--- config.mk ---
export PLATFORM = sky130hd
export DESIGN_NAME = ifetch_queue
export DESIGN_NICKNAME = d
export VERILOG_FILES = /design/src/rtl/ifetch_queue.sv
export SDC_FILE = /design/constraint.sdc
export NUM_CORES = 1
export LEC_CHECK = 0
export ABC_AREA = 1
export BUFFER_PORTS_ARGS = -buffer_cell sky130_fd_sc_hd__buf_2
export CAP_MARGIN = 15
export CORE_MARGIN = 2
export CORE_UTILIZATION = 60
export CTS_BUF_LIST = sky130_fd_sc_hd__clkbuf_8
export DETAILED_ROUTE_END_ITERATION = 16
export GPL_TIMING_DRIVEN = 1
export PLACE_DENSITY = 0.85
export SETUP_SLACK_MARGIN = 0.02
export SKIP_LAST_GASP = 1
export SLEW_MARGIN = 25
export SYNTH_ARGS = -nofsm -noshare
export SYNTH_HDL_FRONTEND = slang
export SYNTH_SLANG_ARGS = --single-unit
--- constraint.sdc ---
create_clock -name clk -period 4.5 [get_ports clk]
set_clock_uncertainty 0.1 [all_clocks]
set_input_delay 0.45 -clock clk [delete_from_list [all_inputs] [get_ports clk]]
set_output_delay 0.45 -clock clk [all_outputs]
set_load 0.03 [all_outputs]
--- src/rtl/ifetch_queue.sv ---
// Fetch stage: PC register, one-outstanding synchronous IROM read, and a decoupling
// {pc, inst} queue toward decode. Define IFQ_PERF_EN to add fetch/flush perf counters.
module ifetch_queue #(
    parameter int              XLEN     = 32,
    parameter int              IADDR_W  = 14,
    parameter int              QDEPTH   = 4,
    parameter logic [XLEN-1:0] RESET_PC = '0
) (
    input  logic                        clk,
    input  logic                        rst,
    input  logic                        redirect,
    input  logic [XLEN-1:0]             redirect_pc,
    output logic                        irom_req,
    output logic [IADDR_W-1:0]          inst_addr,
    input  logic [XLEN-1:0]             irom_inst,
    output logic                        out_valid,
    input  logic                        out_ready,
    output logic [XLEN-1:0]             out_pc,
    output logic [XLEN-1:0]             out_pc4,
    output logic [XLEN-1:0]             out_inst,
`ifdef IFQ_PERF_EN
    output logic [31:0]                 perf_fetch,
    output logic [31:0]                 perf_flush,
`endif
    output logic [$clog2(QDEPTH):0]     q_count
);

    localparam int PW = $clog2(QDEPTH);
    localparam int CW = PW + 1;

    logic [XLEN-1:0] pc_f;
    logic            pending;
    logic [XLEN-1:0] pend_pc;
    logic [XLEN-1:0] mem_pc   [QDEPTH];
    logic [XLEN-1:0] mem_inst [QDEPTH];
    logic [PW-1:0]   wr_ptr;
    logic [PW-1:0]   rd_ptr;
    logic [CW-1:0]   count;
    logic [CW:0]     credit_used;
    logic            pop;
    logic            push;
    logic            issue;

    always_comb begin
        out_valid   = rst && !redirect && (count != '0);
        pop         = out_valid && out_ready;
        push        = rst && !redirect && pending;
        // Entries held plus the one in flight, less the one leaving this cycle, bound the queue.
        credit_used = {1'b0, count} + (CW+1)'(pending) - (CW+1)'(pop);
        issue       = rst && !redirect && (credit_used < (CW+1)'(QDEPTH));
        irom_req    = issue;
        inst_addr   = pc_f[IADDR_W+1:2];
        out_pc      = mem_pc[rd_ptr];
        out_inst    = mem_inst[rd_ptr];
        out_pc4     = out_pc + XLEN'(4);
        q_count     = count;
    end

    always_ff @(posedge clk) begin
        if (!rst) begin
            pc_f    <= RESET_PC;
            pending <= 1'b0;
            pend_pc <= '0;
            wr_ptr  <= '0;
            rd_ptr  <= '0;
            count   <= '0;
        end else if (redirect) begin
            pc_f    <= {redirect_pc[XLEN-1:2], 2'b00};
            pending <= 1'b0;
            wr_ptr  <= '0;
            rd_ptr  <= '0;
            count   <= '0;
        end else begin
            pending <= issue;
            if (issue) begin
                pc_f    <= pc_f + XLEN'(4);
                pend_pc <= pc_f;
            end
            if (push) wr_ptr <= wr_ptr + PW'(1);
            if (pop)  rd_ptr <= rd_ptr + PW'(1);
            count <= count + CW'(push) - CW'(pop);
        end
    end

    always_ff @(posedge clk) begin
        if (push) begin
            mem_pc[wr_ptr]   <= pend_pc;
            mem_inst[wr_ptr] <= irom_inst;
        end
    end

`ifdef IFQ_PERF_EN
    always_ff @(posedge clk) begin
        if (!rst) begin
            perf_fetch <= '0;
            perf_flush <= '0;
        end else begin
            if (issue) perf_fetch <= perf_fetch + 32'd1;
            if (redirect && (pending || (count != '0))) perf_flush <= perf_flush + 32'd1;
        end
    end
`endif

endmodule

# Word-level counts from Yosys, hierarchy flattened
# Memories as Yosys holds them, arrays and structs flattened. A register that Yosys moved wholly into a read port is not among the register bits.
# Cells that the tools add are included.
[classes] addsub=8 order_cmp=1 muxes=8 bitwise_logic=2 n_reduce_logical=10
[ops] operator="$add 32x3->32 const B" n=2
[ops] operator="$mux 32" n=2
[ops] operator="$mux 2" n=4
[ops] operator="$logic_and 1x1->1" n=5
[ops] operator="$add 2x1->2 const B" n=2
[ops] operator="$add 3x1->4" n=1
[ops] operator="$lt 4x3->1 const B" n=1
[ops] operator="$sub 4x1->4" n=1
[ops] operator="$add 3x1->3" n=1
[ops] operator="$reduce_bool 3->1" n=1
[ops] operator="$sub 3x1->3" n=1
[ops] operator="$mux 1" n=2
[ops] operator="$not 1->1" n=2
[ops] operator="$reduce_and 2->1" n=1
[ops] operator="$reduce_bool 2->1" n=1
[ops] operator="$reduce_or 2->1" n=1
[ops] operator="$logic_not 1->1" n=1
[word_totals] regBits=72 ramBits=256 wordCells=38 n_memories=2
[mem_list] memory="mem_inst" words=4 width=32 rd=1 rd_ports_with_merged_regs=1 write_ports=1 line="35" source="logic [XLEN-1:0] mem_inst [QDEPTH];"
[mem_list] memory="mem_pc" words=4 width=32 rd=1 rd_ports_with_merged_regs=1 write_ports=1 line="34" source="logic [XLEN-1:0] mem_pc [QDEPTH];"

# Longest topological paths before layout
[depth] word_depth=9 ltp_mapped=20 mapped_depth_nobuf=18

# Least setup slack after synthesis
# OpenSTA, ideal clock, no wires.
[synth_path] path_kind="input-to-reg" from="in redirect" to="mem mem_inst[0][0] (enable)" setup_time_ns=0.482 t_arrival_ns=3.599 required_ns=3.918 setup_slack_ns=0.319 cell_stages=6 n_path_buf=1 cell_sequence="buf_2 inv_4 nand2_2 inv_1 nand2_1 nor2_1"
[synth_via] elab_chain_len=5
[synth_lines] item="from (decl)" line="11" source="input logic redirect,"
[synth_lines] item="$logic_not 1->1" line="47" source="push = rst && !redirect && pending;"
[synth_lines] item="$logic_and 1x1->1 (2 in a row)" line="47"
[synth_lines] item="$mux 1" line="86" source="if (push) begin"
[synth_lines] item="$mux 1 (not written as such)" line="88" source="mem_inst[wr_ptr] <= irom_inst;"
[synth_lines] item="to (decl)" line="35"
# Every way passes these cells.

==> implementation parameters <==
Parameter                              Value

Floorplan
  DIE HEIGHT ... 160 um
  Standard-cell rows ... 56
  Die W ... 160 um
  Standard cell core area ... 0.0236 sq mm
  Number of top-level pins ... 183
  Starting Density ... 0.615
  Die Outline Area ... 0.0255 sq mm

STA
  Final Hold Violating Endpoints ... 0
  RSZ-0062 raised after global routing ... false
  Fin crit period ... 4240 ps
  Achievable clock frequency ... 0.236 GHz
  Total negative setup slack ... 0 ps
  Rel. slew slack ... 0.389
  Final setup vio count ... 0
  Number of max-slew violations in the final report ... 0
  Slew at the pin closest to its max-slew limit ... 917 ps
  Hold_ws ... 61.4 ps
  Post-route setup slack ... 263 ps
  Period utilisation layout ... 0.942

Detailed routing
  Post-detailed-route wirelength per cell ... 17.0 um
  Final routed DRC violation total ... 0
  Number of nets with antenna violations after detailed routing ... 0
  Average vias per placed instance ... 5.54
  Total number of vias ... 11500
  DR pass1 iterations ... 6
  Violation count after the first detailed-routing iteration ... 1027
  Overall routed net length ... 35400 um

Finish
  Relative area change from synthesis to final layout ... 15.1%
  Final standard cell count with taps included and fillers excluded ... 2083
  Most frequent cells in the layout ... 429 x sky130_fd_sc_hd__nand2_1, 248 x sky130_fd_sc_hd__edfxtp_1, 176 x sky130_fd_sc_hd__buf_2
  Fraction of final layout cells with drive strength greater than 1 ... 0.184
  Final-stage net count ... 1806
  Number of inserted diodes ... 0
  Most common cell after layout, fill and taps aside ... sky130_fd_sc_hd__nand2_1

Critical path
  Biggest fanout along the worst timing path ... 48
  Most common cell type on the critical path ... sky130_fd_sc_hd__nand2_1
  Slowest CP cell ... sky130_fd_sc_hd__dfxtp_2
  Reg2reg path depth ... 17
  RR Startpoint ... q_count[1]$_SDFF_PP0_
  Chain of cells forming the critical path ... inv_2 > a21oi_1 > o21ai_1 > nand2_1 > ha_1 > nand3_2 > nor2_1 > nand2_1 > xor2_1 > buf_2
  Req. time, crit path ... 3950 ps
  Highest cell delay on the worst timing path ... 580 ps
  Nature of the critical path endpoint ... primary output
  Setup crit start kind ... register
  Critical path class ... register to primary output
  Category of cells accounting for the largest share of critical-path delay ... simple AND/OR/NAND/NOR gates
  Data arrival time of the worst path ... 3690 ps
  Combined buffer and inverter count along the critical path ... 2
  Endpoint of the worst-slack reg-to-reg timing path ... pc_f[30]$_SDFFE_PN0P_
  Setup slack on the worst flop-to-flop path ... 1400 ps

Global routing
  GRT overflow ... 0
  Vias in the first global route ... 11000
  Number of antenna violations at the first check in global routing ... 0
  GRT Total Usage ... 0.272
  Global-route wire length before repair ... 55800 um
  Largest net degree at the start of global routing ... 98

Worst hold path
  Worst min-delay path category ... primary input to register
  Worst Hold Launch ... redirect_pc[21]
  Cells on Worst Hold Path ... 5
  Hold path endpoint ... pc_f[21]$_SDFFE_PN0P_

Logic synthesis
  Top-area cell type share of the netlist area ... 0.513
  Number of synthesized register bits ... 318
  Primary flip-flop cell chosen by synthesis mapping ... sky130_fd_sc_hd__edfxtp_1
  Number of instances in the synthesized netlist ... 1534
  Share of flip-flops with an asynchronous set or reset ... 0
  Post-synthesis instance area ... 0.0145 sq mm
  Average cell area after synthesis ... 9.47 sq um
  Number of different library cells in the post-synthesis netlist ... 40
  Sequential cell area fraction in the yosys report ... 0.609
  Number of enable flip-flop cells after synthesis ... 248
  Cell type contributing the most total cell area after synthesis ... sky130_fd_sc_hd__edfxtp_1
  Synthesis Warnings ... 0
  Area contributors post-synth ... sky130_fd_sc_hd__edfxtp_1 51%, sky130_fd_sc_hd__nand2_1 11%, sky130_fd_sc_hd__dfxtp_1 9.6%

Clock network
  H-tree levels ... 2
  Worst-Skew Late Latency ... 580 ps
  Number of sinks driven by the clock tree ... 318
  Clock buffer depth ... 3
  Register clock-pin slew on the reported worst setup and hold paths ... 70 ps
  TritonCTS clock tree ... built
  Clock Tree Root ... sky130_fd_sc_hd__clkbuf_8
  Number of buffers inserted during clock tree synthesis ... 48

Placement
  Port Buf Inserts ... 176
  Pre-CTS worst setup slack ... 863 ps
  Placed instance count ... 1963
  Final weighted congestion of routability-driven global placement ... 0.927
  Detail Placement HPWL ... 22800 um

Run
  Number of max-cap violations ... 0

Pwr
  Peak VDD IR ... 0.000247 V
  Leakage ... 0.00675 uW
  Power per cell area ... 348 mW/mm^2

Status
  Status ... finished, final reports clean
final cells by class:
cell class	count	area, sq um
Fill cell	1715	6890
Inverter	112	423
Timing Repair Buffer	223	1340
Clock inverter	38	221
Multi-Input combinational cell	1023	4790
Sequential cell	318	8850
Clock buffer	50	688
Tap cell	319	399
synthesized netlist by cell type (13+ instances only):
cell type	n
sky130_fd_sc_hd__xor2_1	13
sky130_fd_sc_hd__a21oi_1	63
sky130_fd_sc_hd__buf_2	14
sky130_fd_sc_hd__o22ai_1	33
sky130_fd_sc_hd__nand2_1	429
sky130_fd_sc_hd__o21ai_0	116
sky130_fd_sc_hd__nor2_1	170
sky130_fd_sc_hd__dfxtp_1	70
sky130_fd_sc_hd__nand3_1	97
sky130_fd_sc_hd__edfxtp_1	248
sky130_fd_sc_hd__clkbuf_1	33
sky130_fd_sc_hd__nand2_2	22
sky130_fd_sc_hd__buf_4	25
sky130_fd_sc_hd__inv_1	99
per-stage QoR:
stage	total power [uW]	utilization	cell area, sq um
finish	5830	0.708	16700
global route	6020	0.708	16700
CTS	5850	0.708	16700
detailed placement	3630	0.656	15500
global placement	3620	0.656	15500
floorplan	3520	-	14500
where the power goes:
part           leakage, uW  internal [uW]  switching (uW)
clock             0.000536           1110            1120
sequential         0.00286           3220            55.6
combinational      0.00336            110             216
total              0.00675           4440            1390
cells by family after synthesis:
group | after synthesis | synth area share
xor+xnor | 16 | 0.00965
other cells | 1 | 0.000258
compound gates | 230 | 0.0843
fa+ha+maj | 12 | 0.0109
flops | 318 | 0.609
buf+inv | 196 | 0.0638
simple gates | 761 | 0.222
tightest hold or removal path, stage by stage:
cell	delay, ps
sky130_fd_sc_hd__buf_2	80
sky130_fd_sc_hd__nand2_1	40
sky130_fd_sc_hd__nand3_1	70
sky130_fd_sc_hd__nand2_1	40
sky130_fd_sc_hd__inv_1	40
registers in the layout, indices dropped and copies added (netlist names), named ones only:
register  count
rd_ptr        2
pend_pc      30
q_count       3
mem_pc      120
mem_inst    128
pc_f         30
pending       1
wr_ptr        2
routing by layer:
layer | up-vias | GRT usage | share of wire
met2 | 573 | 0.454 | 0.48
li1 | 5516 | - | -
met4 | 0 | 0.111 | 0.036
met1 | 5355 | 0.358 | 0.40
met5 | - | 0 | 0
met3 | 99 | 0.0438 | 0.087
what timing repair did:
action | 4_1_cts | 5_1_grt
endpoints found under the setup margin | 0 | 1
hold buffers | 32 | 0
buffers inserted | 0 | 0
gates resized for setup | 0 | 1
endpoints found under the hold margin | 128 | 0
worst max path at each step:
stage	from	end	slack (ps)	cells past startpoint
finish	register	out_pc4[16]	260	10
global route	register	out_pc4[16]	50	11
CTS	register	out_pc4[16]	240	10
detailed placement	redirect	pc_f[22]$_SDFFE_PN0P_	860	19
global placement	register	out_pc4[16]	980	10
floorplan	redirect	mem_inst[0][0]$_DFFE_PP_	320	6
Note: power is estimated with default switching activity, not from simulation.
